<file path="config.mk">
export PLATFORM = sky130hd
export DESIGN_NAME = sort_seq_ctrl
export DESIGN_NICKNAME = d
export VERILOG_FILES = /design/src/rtl/sort_pkg.sv /design/src/rtl/sort_gt.sv /design/src/rtl/sort_seq_ctrl.sv
export SDC_FILE = /design/constraint.sdc
export NUM_CORES = 1
export LEC_CHECK = 0
export ABC_AREA = 0
export CELL_PAD_IN_SITES_DETAIL_PLACEMENT = 1
export CELL_PAD_IN_SITES_GLOBAL_PLACEMENT = 1
export CORE_MARGIN = 5
export CORE_UTILIZATION = 51
export CTS_CLUSTER_DIAMETER = 40
export DETAILED_ROUTE_END_ITERATION = 12
export GPL_TIMING_DRIVEN = 0
export PLACE_DENSITY_LB_ADDON = 0.1
export SYNTH_ARGS = -nofsm -noshare
export SYNTH_HDL_FRONTEND = slang
export SYNTH_HIERARCHICAL = 1
export SYNTH_SLANG_ARGS = --single-unit
export TNS_END_PERCENT = 30
</file>
<file path="constraint.sdc">
create_clock -name Clk -period 7.2 [get_ports Clk]
set_input_delay 1.08 -clock Clk [delete_from_list [all_inputs] [get_ports Clk]]
set_output_delay 1.08 -clock Clk [all_outputs]
set_load 0.1 [all_outputs]
</file>
<file path="src/rtl/sort_pkg.sv">
// Shared definitions for the bubble-sort sequencer: state encoding and
// default block geometry.
package sort_pkg;

  typedef enum logic [1:0] {
    IDLE  = 2'd0,
    SORT  = 2'd1,
    DRAIN = 2'd2
  } sort_state_e;

  localparam int SORT_DEPTH     = 8;
  localparam int SORT_DATAWIDTH = 32;

endpackage : sort_pkg

</file>
<file path="src/rtl/sort_gt.sv">
// Unsigned greater-than comparator shared by the sort sequencer.
// c[0] is high when a is strictly greater than b.
module sort_gt #(
  parameter int DATAWIDTH = 32
) (
  input  logic [DATAWIDTH-1:0] a,
  input  logic [DATAWIDTH-1:0] b,
  output logic [0:0]           c
);

  // Strict compare keeps equal words in place, which makes the sort stable.
  always_comb begin
    c[0] = (a > b);
  end

endmodule : sort_gt

</file>
<file path="src/rtl/sort_seq_ctrl.sv">
// Bubble-sort sequencer: loads DEPTH words, sorts them in place with one
// compare per cycle, then streams them out in ascending order.
// Optional feature macro: SORT_EARLY_EXIT_EN (stop after a pass with no swaps).
module sort_seq_ctrl
  import sort_pkg::*;
#(
  parameter int DATAWIDTH = SORT_DATAWIDTH,
  parameter int DEPTH     = SORT_DEPTH,
  parameter int ADDRW     = $clog2(SORT_DEPTH)
) (
  input  logic                 Clk,
  input  logic                 Rst,
  input  logic                 in_valid,
  input  logic [DATAWIDTH-1:0] in_data,
  output logic                 in_ready,
  input  logic                 start,
  output logic                 busy,
  output logic                 done,
  output logic                 out_valid,
  output logic [DATAWIDTH-1:0] out_data,
  input  logic                 out_ready
);

  localparam logic [ADDRW:0]   CNT_FULL = (ADDRW+1)'(DEPTH);
  localparam logic [ADDRW:0]   CNT_LAST = (ADDRW+1)'(DEPTH-1);
  localparam logic [ADDRW-1:0] IDX_LAST = ADDRW'(DEPTH-2);

  sort_state_e          state_q;
  logic [ADDRW:0]       cnt_q;
  logic [ADDRW:0]       rd_q;
  logic [ADDRW-1:0]     pass_q;
  logic [ADDRW-1:0]     idx_q;
  logic [ADDRW-1:0]     idx_nx;
  logic                 in_ready_q;
  logic                 busy_q;
  logic                 done_q;
  logic                 out_valid_q;

  logic [DATAWIDTH-1:0] mem [DEPTH];
  logic [DATAWIDTH-1:0] cmp_a;
  logic [DATAWIDTH-1:0] cmp_b;
  logic [0:0]           gt_c;
  logic                 load_fire;
  logic                 swap;
  logic                 early_exit;

  assign idx_nx    = idx_q + ADDRW'(1);
  assign cmp_a     = mem[idx_q];
  assign cmp_b     = mem[idx_nx];
  assign load_fire = (state_q == IDLE) && in_valid && in_ready_q;
  assign swap      = (state_q == SORT) && gt_c[0];

  sort_gt #(
    .DATAWIDTH(DATAWIDTH)
  ) u_gt (
    .a(cmp_a),
    .b(cmp_b),
    .c(gt_c)
  );

`ifdef SORT_EARLY_EXIT_EN
  logic swapped_q;

  // A pass with no swap (including the pair compared on its final cycle)
  // means the block is already ordered.
  assign early_exit = !(swapped_q || swap);

  // Track whether the current pass has swapped anything; cleared at pass end.
  always_ff @(posedge Clk) begin
    if (Rst) begin
      swapped_q <= 1'b0;
    end else if (state_q != SORT || idx_q == IDX_LAST) begin
      swapped_q <= 1'b0;
    end else if (swap) begin
      swapped_q <= 1'b1;
    end
  end
`else
  assign early_exit = 1'b0;
`endif

  // Buffer writes: upstream loads in IDLE, pairwise swaps in SORT.
  always_ff @(posedge Clk) begin
    if (load_fire) begin
      mem[cnt_q[ADDRW-1:0]] <= in_data;
    end else if (swap) begin
      mem[idx_q]  <= cmp_b;
      mem[idx_nx] <= cmp_a;
    end
  end

  // Control FSM with registered handshake and status outputs.
  always_ff @(posedge Clk) begin
    if (Rst) begin
      state_q     <= IDLE;
      cnt_q       <= '0;
      rd_q        <= '0;
      pass_q      <= '0;
      idx_q       <= '0;
      in_ready_q  <= 1'b1;
      busy_q      <= 1'b0;
      done_q      <= 1'b0;
      out_valid_q <= 1'b0;
    end else begin
      done_q <= 1'b0;
      unique case (state_q)
        IDLE: begin
          if (load_fire) begin
            cnt_q      <= cnt_q + (ADDRW+1)'(1);
            in_ready_q <= (cnt_q != CNT_LAST);
          end else if (start && cnt_q == CNT_FULL) begin
            state_q    <= SORT;
            pass_q     <= '0;
            idx_q      <= '0;
            in_ready_q <= 1'b0;
            busy_q     <= 1'b1;
          end
        end
        SORT: begin
          if (idx_q == IDX_LAST) begin
            idx_q  <= '0;
            pass_q <= pass_q + ADDRW'(1);
            if (pass_q == IDX_LAST || early_exit) begin
              state_q     <= DRAIN;
              done_q      <= 1'b1;
              out_valid_q <= 1'b1;
              rd_q        <= '0;
            end
          end else begin
            idx_q <= idx_nx;
          end
        end
        DRAIN: begin
          if (out_valid_q && out_ready) begin
            if (rd_q == CNT_LAST) begin
              state_q     <= IDLE;
              cnt_q       <= '0;
              rd_q        <= '0;
              out_valid_q <= 1'b0;
              busy_q      <= 1'b0;
              in_ready_q  <= 1'b1;
            end else begin
              rd_q <= rd_q + (ADDRW+1)'(1);
            end
          end
        end
        default: begin
          state_q <= IDLE;
        end
      endcase
    end
  end

  assign in_ready  = in_ready_q;
  assign busy      = busy_q;
  assign done      = done_q;
  assign out_valid = out_valid_q;
  assign out_data  = out_valid_q ? mem[rd_q[ADDRW-1:0]] : '0;

endmodule : sort_seq_ctrl

</file>
---- Word level (Yosys, flattened, before mapping) ----
Memories as Yosys holds them, arrays and structs flattened. A register that Yosys moved wholly into a read port is not among the register bits.
Cells that the tools add are included.
Widths: inputs -> output; s select.
cells by class
  order comparisons ....................... 1
  reduce and logical (&&, ||, !) cells .... 19
  divide/modulo/power cells ............... 0
  equality and inequality tests ........... 15
  multiplexer cells ....................... 49
  multiply operators ...................... 0
  shifts and indexed selects .............. 0
  bitwise operators ....................... 2
  add/sub/neg operators ................... 4
operators with widths
  kind                 count
  $mux 32              2
  $gt 32x32->1         1
  $reduce_or 32->1     1
  $mux 4               7
  $mux 3               9
  $mux 1               17
  $pmux 4 s2           2
  $reduce_and 4->1     4
  $mux 2               6
  $pmux 3 s2           2
  $reduce_and 5->1     2
  $add 4x1->4 const B  2
  $ne 2x2->1 const B   4
  $add 3x1->3 const B  2
  $eq 3x3->1 const B   2
  $ne 2x1->1 const B   3
  $pmux 1 s2           3
  $pmux 2 s3           1
  $reduce_and 6->1     1
  $reduce_bool 2->1    3
  $logic_and 1x1->1    5
  $eq 4x3->1 const B   1
  $eq 4x4->1 const B   1
  $ne 4x3->1 const B   1
  other kinds (7)      8
storage, ports and cells
  ROM bits ................................ 0
  output and inout port bits .............. 36
  latch bits .............................. 0
  word-level logic and storage cells ...... 100
  memories ................................ 1
  register bits after elaboration ......... 20
  bits in writable memories ............... 256
  input port bits ......................... 37
memories
  memory  words  bits a word  rd ports  clocked after memory_dff  wr ports  line                 text
  mem     8      32           3         2                         2         sort_seq_ctrl.sv:39  logic [DATAWIDTH-1:0] mem [DEPTH];

---- Depth between registers and ports, before layout ----
Gate-level depths: netlist of the first run.
An unclocked memory read counts as a cell.
  depth in word-level cells ............... 9
  gate-level depth with buffers ........... 24

---- Cells and area by module ----
The synthesis of the first run kept the hierarchy.
by module, submodules not included
  module         times used  area an instance (µm²)  cells each
  sort_seq_ctrl  1           19,256.0                1,654
  sort_gt        1           805.8                   112

---- Worst setup path before layout of the first run ----
Ideal clock, no wire load.
  path type ............................... register -> register
  start point ............................. register idx_q[0]
  end point ............................... memory mem[5][0], enable pin
  path slack .............................. 0.607 ns
  arrival time ............................ 6.160 ns
  library setup time ...................... 0.433 ns
  required time ........................... 6.767 ns
  stages on the path, launching flop included .. 23
  path through ............................ dfxtp_1 > buf_2 > buf_2 > buf_2 > inv_1 > ha_1 > buf_2 > clkbuf_1 > clkbuf_1 > nor3_1 > nor4_4 > inv_1 > inv_1 > ha_1 > a21oi_1 > o21ai_1 > a221o_1 > a2111oi_2 > a21oi_1 > nand3b_1 > mux2i_1 > nand2_1 > o22ai_1
RTL lines
  what                      line                  text
  start: declaration        sort_seq_ctrl.sv:32   logic [ADDRW-1:0] idx_q;
  start signal: assignment  sort_seq_ctrl.sv:130  idx_q <= idx_nx;
  end: declaration          sort_seq_ctrl.sv:39

==> flow_summary.toml, run 1 <==
[timing]
setup_violations = 73
fmax_ghz = 0.137
finalWorstSetupSlack_ps = -99.1
rsz0062_at_grt = "true"
whs_ps = 504
maxSlewHeadroom_pct = 16.2
finalHoldViolations = 0
finalMaxSlewViolations = 0
skew_ps = 25.6
period_share_pct = 101
finalCriticalPeriod_ps = 7300
worst_pin_slew_ps = 1240

[power_and_ir_drop]
p_per_area_nw_per_um2 = 203
ir_worst_vdd_mv = 0.168
p_total_mw = 4.91
p_leak_nw = 7.53

[worst_setup_path]
crit_required_ps = 7510
slowest_stage = "clkbuf_1"
arrival_ps = 7610
crit_buf_inv = 12
path_cells = "buf_2 > buf_2 > clkbuf_4 > inv_1 > ha_1 > buf_2 > clkbuf_4 > clkbuf_2 > nor3_1 > nor4_4 > buf_4 > inv_1 > inv_1 > ha_1 > nand2_1 > o21ai_1 > a221o_1 > a2111oi_4 > a21oi_2 > and2_1 > clkbuf_1 > o21ai_2 > clkbuf_1 > o211ai_1"
max_stage_delay_ps = 860
path_delay_family = "buffers and inverters"
start_kind = "flop"
endpoint_kind = "flop"
cp_max_fo = 10
critPathKind = "flop to flop"

[yosys]
synth_flop_cell = "edfxtp_1"
ys_async_sr_fraction_pct = 0
seq_area_frac_synth_pct = 40.9
synth_edf_count = 256
synthCells = 1766
yosysTopAreaCell = "edfxtp_1"
synth_area_leaders = "edfxtp_1, mux4_2, o211ai_1"
syn_area_um2 = 20100
synthDistinctLibCells = 57
synth_seq_cells = 282
syn_nets = 1842
synth_top_area_share_pct = 38.3
ys_warn_count = 6
avgSynthCellArea_um2 = 11.4

[route]
first_iter_violations = 2536
post_drt_wl_per_cell_um = 34.5
routed_wl_mm = 86.5
ant_nets = 0
via_per_inst = 7.36
drc_errors = 0
dr.pass1.iters = 5
dr_total_vias = 18400

[grt]
grt_start_max_net_pins = 24
grt_usage_pct = 38.3
grt_pass1_vias = 19300
grt_pass1_wl_mm = 125
antenna_found_initial = 0
gr-total-overflow = 0

[die]
die_w_um = 208
num_rows = 72
boundaryPins = 73
start_util_pct = 51.7
die_h_um = 208
core_area_um2 = 38800
die_area_um2 = 43400

[final_layout]
fill_cells = 3980
final_area_um2 = 24200
layout_common_cells = "nand2_1, o211ai_1, edfxtp_1"
syn_to_final_growth_pct = 20.6
fin_nets = 2021
layout_commonest_cell = "nand2_1"
drive_gt1_share_pct = 23.7
multi_input_area_um2 = 11200
fin_util_pct = 62.3
final_cells = 2506
diodes = 0
seqCellArea_um2 = 8210

[placement]
place_area_um2 = 21800
dp.cells = 2366
place_congestion = 0.937
port_buffers = 71
hpwl_mm = 54.0

[cts]
cts.sinks = 282
h-tree-depth = 2
cts_root_buf = "clkbuf_16"
cts_tree = "built"
cts_buffers = 51
clkTransAtPathRegs_ps = 60
clkLatencyLatePin_ps = 620
clock_path_buffers = 3

[run_status]
status = "finished with violations"
violations = "setup timing"

[hold_path]
holdCritPathClass = "flop to flop"

[flow_run]
maxCapViolations = 0
worst reg2reg max path, delay by kind of cell, from the launching register on:
family          cells  cell delay, ps
buf+inv            12            3690
fa+ha+maj           2             570
flops               1             330
compound gates      6            1750
simple gates        4             640
stage by stage:
step,TNS (ps),setup slack (ps)
after global routing,-3110,-106
final,-2890,-99.1
after floorplan,0,607
after global placement,-1104380,-4100
after CTS,-2.93,-2.93
after detailed placement,-623830,-1990
path summary, 6_finish.rpt:
kind,start,end,slack (ps),depth (start not counted)
worst max-delay path,idx_q[0],mem[6][30],-100,24
worst min-delay path,pass_q[2],pass_q[2],500,2
worst max register to register,idx_q[0],mem[6][30],-100,24
worst min register to register,pass_q[2],pass_q[2],500,2
routing by layer:
metal / GRT usage [%] / part of all wire [%]
met4: 23.6 / 7.1
met5: 0 / 0
met3: 9.59 / 12
met2: 61.7 / 46
met1: 46.4 / 35
cell families (layout without fill, tap and decap cells):
group,count (synthesis),count (layout),synth area share (%)
mux,327,327,24.5
xor+xnor,2,2,0.162
simple gates,577,577,15.8
flops,282,282,40.9
fa+ha+maj,39,39,2.43
compound gates,327,327,11.8
buf+inv,212,434,4.38
report_power, final:
| group | total [mW] | internal, mW | switching (mW) |
|---|---|---|---|
| Combinational | 0.384 | 0.157 | 0.227 |
| Sequential | 1.85 | 1.82 | 0.0264 |
| Clock | 2.67 | 1.66 | 1.01 |
what timing repair did:
| item | in CTS | in global routing |
|---|---|---|
| pin swaps | 16 | 13 |
| gates cloned | 0 | 0 |
| hold buffers | 0 | 0 |
| endpoints found under the setup margin | 512 | 509 |
| setup buffers | 21 | 24 |
| gates resized for setup | 47 | 19 |
layout make-up:
| type | instances | area share (%) |
|---|---|---|
| Multi-Input combinational cell | 1272 | 46.1 |
| Sequential cell | 282 | 33.9 |
| Timing Repair Buffer | 127 | 5.69 |
| Clock buffer | 54 | 5.58 |
| Buffer | 141 | 2.79 |
| Tap cell | 518 | 2.68 |
| Clock inverter | 42 | 2.17 |
| Inverter | 70 | 1.09 |
state kept, by name, summed over array words and instances, names as in the netlist, named ones only:
register and flops:
busy 1, cnt_q 4, done 1, idx_q 3
in_ready 1, mem 256, out_valid 1, pass_q 3
rd_q 4, state_q 2
cell usage after synthesis, drive strengths merged, types with 3 or more instances:
library cell and n:
o22ai 5, a21boi 4, and2 4, nand3 8, nand4 8, nor3 138, nor4 33, mux4 128
nand2 311, mux2 34, edfxtp 256, nand3b 3, buf 72, a21o 6, ha 39, inv 70
nand2b 6, o21ai 15, clkbuf 70, a21oi 25, dfxtp 26, mux2i 165, o211ai 257, nor2 13
nor2b 36
(Power assumes the default switching activity.)
==> run 2: changes to the inputs <==
CORE_ASPECT_RATIO = 2   (was unset)
==> flow_summary.toml, run 2 (synthesized netlist as in run 1, its figures left out) <==
[worst_setup_path]
r2r-end = "mem[1][3]"
crit_required_ps = 7590
r2r_setup_slack_ps = 50
ff2ff_path_depth = 23
critPathKind = "flop to flop"
start_kind = "flop"
endpoint_kind = "flop"
arrival_ps = 7530
cp_max_fo = 10
reg2reg_from = "idx_q[0]"

[die]
die_area_um2 = 43600
num_rows = 102
die_w_um = 150
boundaryPins = 73
start_util_pct = 51.7
die_h_um = 290
core_area_um2 = 38800

[hold_path]
hold-path-endpoint = "pass_q[2]"
holdCritPathClass = "flop to flop"
hp-start = "pass_q[2]"
hold_depth = 2

[cts]
h-tree-depth = 2
postCtsHoldBufs = 0
cts_tree = "built"
clock_path_buffers = 3
cts_buffers = 36
clkTransAtPathRegs_ps = 70
cts_root_buf = "clkbuf_16"
clkLatencyLatePin_ps = 560
cts.sinks = 282

[final_layout]
final_area_um2 = 23500
fin_nets = 2005
multi_input_area_um2 = 11200
fin_util_pct = 60.6
final_cells = 2477
reg_top3 = "mem (256), cnt_q (4), rd_q (4)"
largest_reg_flops = 256
layout_commonest_cell = "nand2_1"
layout_common_cells = "nand2_1, o211ai_1, edfxtp_1"
seqCellArea_um2 = 8210
regMostFlops = "mem"
drive_gt1_share_pct = 22.3
syn_to_final_growth_pct = 17.2
fill_cells = 4085

[run_status]
status = "finished clean"

[power_and_ir_drop]
swShare_pct = 25.9
p_per_area_nw_per_um2 = 175
p_leak_nw = 7.17
switching_power_mw = 1.07
ir_worst_vdd_mv = 0.230
power_frac_comb_pct = 9.4
power_frac_seq_pct = 44.8
clkPwrFrac_pct = 45.8
p_int_mw = 3.05

[grt]
antenna_found_initial = 0
grt_usage_pct = 39.3
grt_pass1_vias = 19700
grt_start_max_net_pins = 23
grt_pass1_wl_mm = 125
gr-total-overflow = 0

[placement]
place_congestion = 0.914
dp.cells = 2370
place_area_um2 = 21800
port_buffers = 71
hpwl_mm = 58.1

[timing]
period_share_pct = 99.3
finalCriticalPeriod_ps = 7150
maxSlewHeadroom_pct = 19.0
worst_pin_slew_ps = 1220
skew_ps = 29.3
setup_violations = 0
finalHoldViolations = 0
fmax_ghz = 0.140
finalMaxSlewViolations = 0

[route]
ant_nets = 0
post_drt_wl_per_cell_um = 34.9
via_per_inst = 7.37
dr_total_vias = 18300
routed_wl_mm = 86.4
drc_errors = 0
dr.pass1.iters = 5
first_iter_violations = 2128

[flow_run]
maxCapViolations = 0
run 2: cell count changes in the layout (fill, tap and decap cells not counted), moves of 2 or more:
| cell | delta |
|---|---|
| bufinv_16 | -4 |
| nor3_1 | -5 |
| clkinv_4 | -3 |
| clkbuf_1 | +8 |
| inv_6 | -10 |
| nor3_2 | +5 |
| clkinv_2 | +3 |
| clkinv_8 | -2 |
| buf_4 | +3 |
| clkbuf_2 | -8 |
| buf_16 | -2 |
| clkbuf_16 | -17 |
run 2: area by class of cell:
type / count / area share, %
flip-flops and latches: 282 / 34.9
clock buffers: 39 / 3.97
inverters: 70 / 1.12
plain buffers: 141 / 2.87
clock inverters: 26 / 1.12
repair buffers: 126 / 5.65
well taps: 520 / 2.77
diodes: 1 / 0.0106
multi-input cells: 1272 / 47.6
run 2: how the worst max path moves through the flow:
stage,from,end,cells past startpoint
floorplan,idx_q[0],mem[5][0],22
global placement,idx_q[0],mem[1][17],22
detailed placement,idx_q[0],mem[2][19],24
CTS,idx_q[0],mem[7][27],24
global route,idx_q[0],mem[7][21],24
finish,idx_q[0],mem[1][3],23
run 2: stage by stage:
step / hold WS, ps / setup TNS (ps) / setup slack (ps) / total power, mW
floorplan: 457 / 0 / 607 / 2.10
global placement: 473 / -1329280 / -4650 / 2.21
detailed placement: 487 / -827680 / -2600 / 2.24
CTS: 497 / 0 / 3.73 / 4.10
global route: 528 / -6680 / -113 / 4.20
finish: 502 / 0 / 52.9 / 4.12
run 2: timing repair:
item | in CTS | in global routing
setup buffers | 22 | 20
gates resized for setup | 40 | 39
pin swaps | 16 | 15
cloned | 0 | 0
setup endpoints to repair | 512 | 492
run 2: routing by layer:
layer,global-route usage (%),vias up,wire length [µm]
li1,-,7266,-
met1,42.2,9110,26900
met2,65.6,1308,42500
met3,6.63,581,7520
met4,34.0,0,9500
met5,0,-,0
run 2: worst max-delay path: stages (launching register included):
cell and delay, ps:
dfxtp_1 340, buf_2 300, clkbuf_4 330, buf_4 310, inv_1 200, ha_1 330
clkbuf_4 240, inv_2 180, clkbuf_2 340, nor3_1 150, nor4_4 560, inv_1 90
inv_1 80, ha_1 230, a21oi_1 210, o21ai_1 200, a221o_1 470, o31ai_1 330
a21oi_2 200, nand3b_1 370, buf_4 260, clkbuf_1 580, nand2_1 460, o211ai_1 210
run 2: power groups by stage:
| stage | clock network, mW | logic (mW) | registers (mW) |
|---|---|---|---|
| 6_report | 1.89 | 0.387 | 1.85 |
| 3_5_place_dp | 0 | 0.362 | 1.88 |
| 3_3_place_gp | 0 | 0.328 | 1.89 |
| 5_1_grt | 1.94 | 0.410 | 1.85 |
| 2_1_floorplan | 0 | 0.227 | 1.88 |
| 4_1_cts | 1.88 | 0.370 | 1.85 |
==> run 3: changes to the inputs <==
CAP_MARGIN = 15   (was unset)
CORE_UTILIZATION = 35   (was 51)
REMOVE_ABC_BUFFERS = 1   (was unset)
==> flow_summary.toml, run 3 (synthesized netlist as in run 1, its figures left out) <==
[run_status]
status = "finished clean"

[worst_setup_path]
arrival_ps = 7310
start_kind = "flop"
r2r_setup_slack_ps = 170
critPathKind = "flop to flop"
reg2reg_from = "idx_q[0]"
ff2ff_path_depth = 20
crit_required_ps = 7480
cp_max_fo = 45
endpoint_kind = "flop"
r2r-end = "mem[7][3]"

[die]
boundaryPins = 73
core_area_um2 = 56900
start_util_pct = 35.2
die_w_um = 179
die_h_um = 349
die_area_um2 = 62500
num_rows = 124

[cts]
clkTransAtPathRegs_ps = 50
cts.sinks = 282
cts_root_buf = "clkbuf_16"
clkLatencyLatePin_ps = 560
cts_tree = "built"
clock_path_buffers = 3
h-tree-depth = 2
postCtsHoldBufs = 0
cts_buffers = 39

[route]
drc_errors = 0
dr_total_vias = 16600
via_per_inst = 6.34
ant_nets = 0
routed_wl_mm = 83.4
post_drt_wl_per_cell_um = 31.9
dr.pass1.iters = 5
first_iter_violations = 1165

[hold_path]
hp-start = "busy"
hold-path-endpoint = "busy"
hold_depth = 2
holdCritPathClass = "flop to flop"

[final_layout]
reg_top3 = "mem (256), cnt_q (4), rd_q (4)"
drive_gt1_share_pct = 21.2
fin_nets = 1907
final_area_um2 = 24600
regMostFlops = "mem"
diodes = 0
seqCellArea_um2 = 8230
fill_cells = 5955
layout_common_cells = "nand2_1, o211ai_1, edfxtp_1"
layout_commonest_cell = "nand2_1"
largest_reg_flops = 256
syn_to_final_growth_pct = 22.6
multi_input_area_um2 = 11200

[power_and_ir_drop]
p_leak_nw = 7.31
ir_worst_vdd_mv = 0.139
p_per_area_nw_per_um2 = 180

[flow_run]
maxCapViolations = 0

[grt]
grt_pass1_vias = 18400
grt_pass1_wl_mm = 122
grt_usage_pct = 26.7
grt_start_max_net_pins = 50
gr-total-overflow = 0
antenna_found_initial = 0

[timing]
finalHoldViolations = 0
fmax_ghz = 0.142
skew_ps = 22.1
maxSlewHeadroom_pct = 24.0
worst_pin_slew_ps = 1130
finalMaxSlewViolations = 0
period_share_pct = 97.6
finalCriticalPeriod_ps = 7030
finalWorstSetupSlack_ps = 172
setup_violations = 0

[placement]
hpwl_mm = 55.5
dp_slack_ps = -676
place_area_um2 = 22900
port_buffers = 72
place_congestion = 0.794
## run 3: changes by cell type in the layout (fill, tap and decap cells not counted), sizes merged
cell / delta
buf: -31
bufinv: +5
clkbuf: -60
clkdlybuf4s50: +1
clkinv: -3
clkinvlp: -1
diode: -1
inv: -7
## run 3: layout make-up
type / count / area share (%)
multi-input combinational: 1272 / 45.7
sequential: 282 / 33.5
timing repair buffer: 166 / 10.1
clock buffer: 50 / 4.56
tap: 756 / 3.85
clock inverter: 20 / 1.28
inverter: 70 / 1.08
## run 3: per-layer routing
layer,vias to the layer above,GRT usage (%),share of wire [%]
li1,7067,-,-
met1,8635,31.0,37
met2,627,47.7,52
met3,258,2.94,4.7
met4,0,13.8,6.0
met5,-,0,0
## run 3: timing repair
item	4_1_cts	5_1_grt
pin swaps	5	4
gates resized for setup	2	3
setup endpoints to repair	280	235
buffers inserted	13	8
## run 3: worst max path at each step
stage                      end  cells past startpoint      from  slack (ps)
finish               mem[7][3]                     20  idx_q[0]         170
global route         mem[7][3]                     20  idx_q[0]         -60
detailed placement  mem[3][20]                     21  idx_q[0]        -680
floorplan            mem[5][0]                     17  idx_q[0]       -5580
CTS                 mem[3][20]                     21  idx_q[0]          30
global placement    mem[3][31]                     17  idx_q[0]      -17000
## run 3: report_power, final
group	internal [mW]	switching (mW)	total [mW]	leakage [nW]
clock network	1.39	0.795	2.18	0.695
logic	0.160	0.227	0.387	4.08
registers	1.82	0.0245	1.85	2.54
## run 3: worst max-delay path, stage by stage (launching register included)
cell,delay (ps)
dfxtp_4,470
inv_1,250
ha_4,470
buf_16,260
inv_4,390
buf_16,310
nor3_1,170
nor4_4,570
inv_1,80
inv_1,70
ha_1,230
a21oi_1,390
o21ai_0,220
a221o_1,350
o31ai_1,290
a21oi_2,170
nand4b_1,190
a21boi_0,680
nor2_1,190
a21o_2,510
buf_12,300
## run 3: metrics by stage
stage / TNS, ps / util [%] / instances / power, mW / hold slack [ps]
final: 0 / 43.2 / 2616 / 4.42 / 497
after global routing: -834 / 43.2 / 2616 / 4.53 / 527
after CTS: 0 / 43.0 / 2608 / 4.43 / 509
after detailed placement: -78640 / 40.3 / 2525 / 2.26 / 490
after global placement: -7868060 / 37.1 / 2452 / 2.24 / 475
after floorplan: -2569190 / - / 1624 / 2.10 / 450
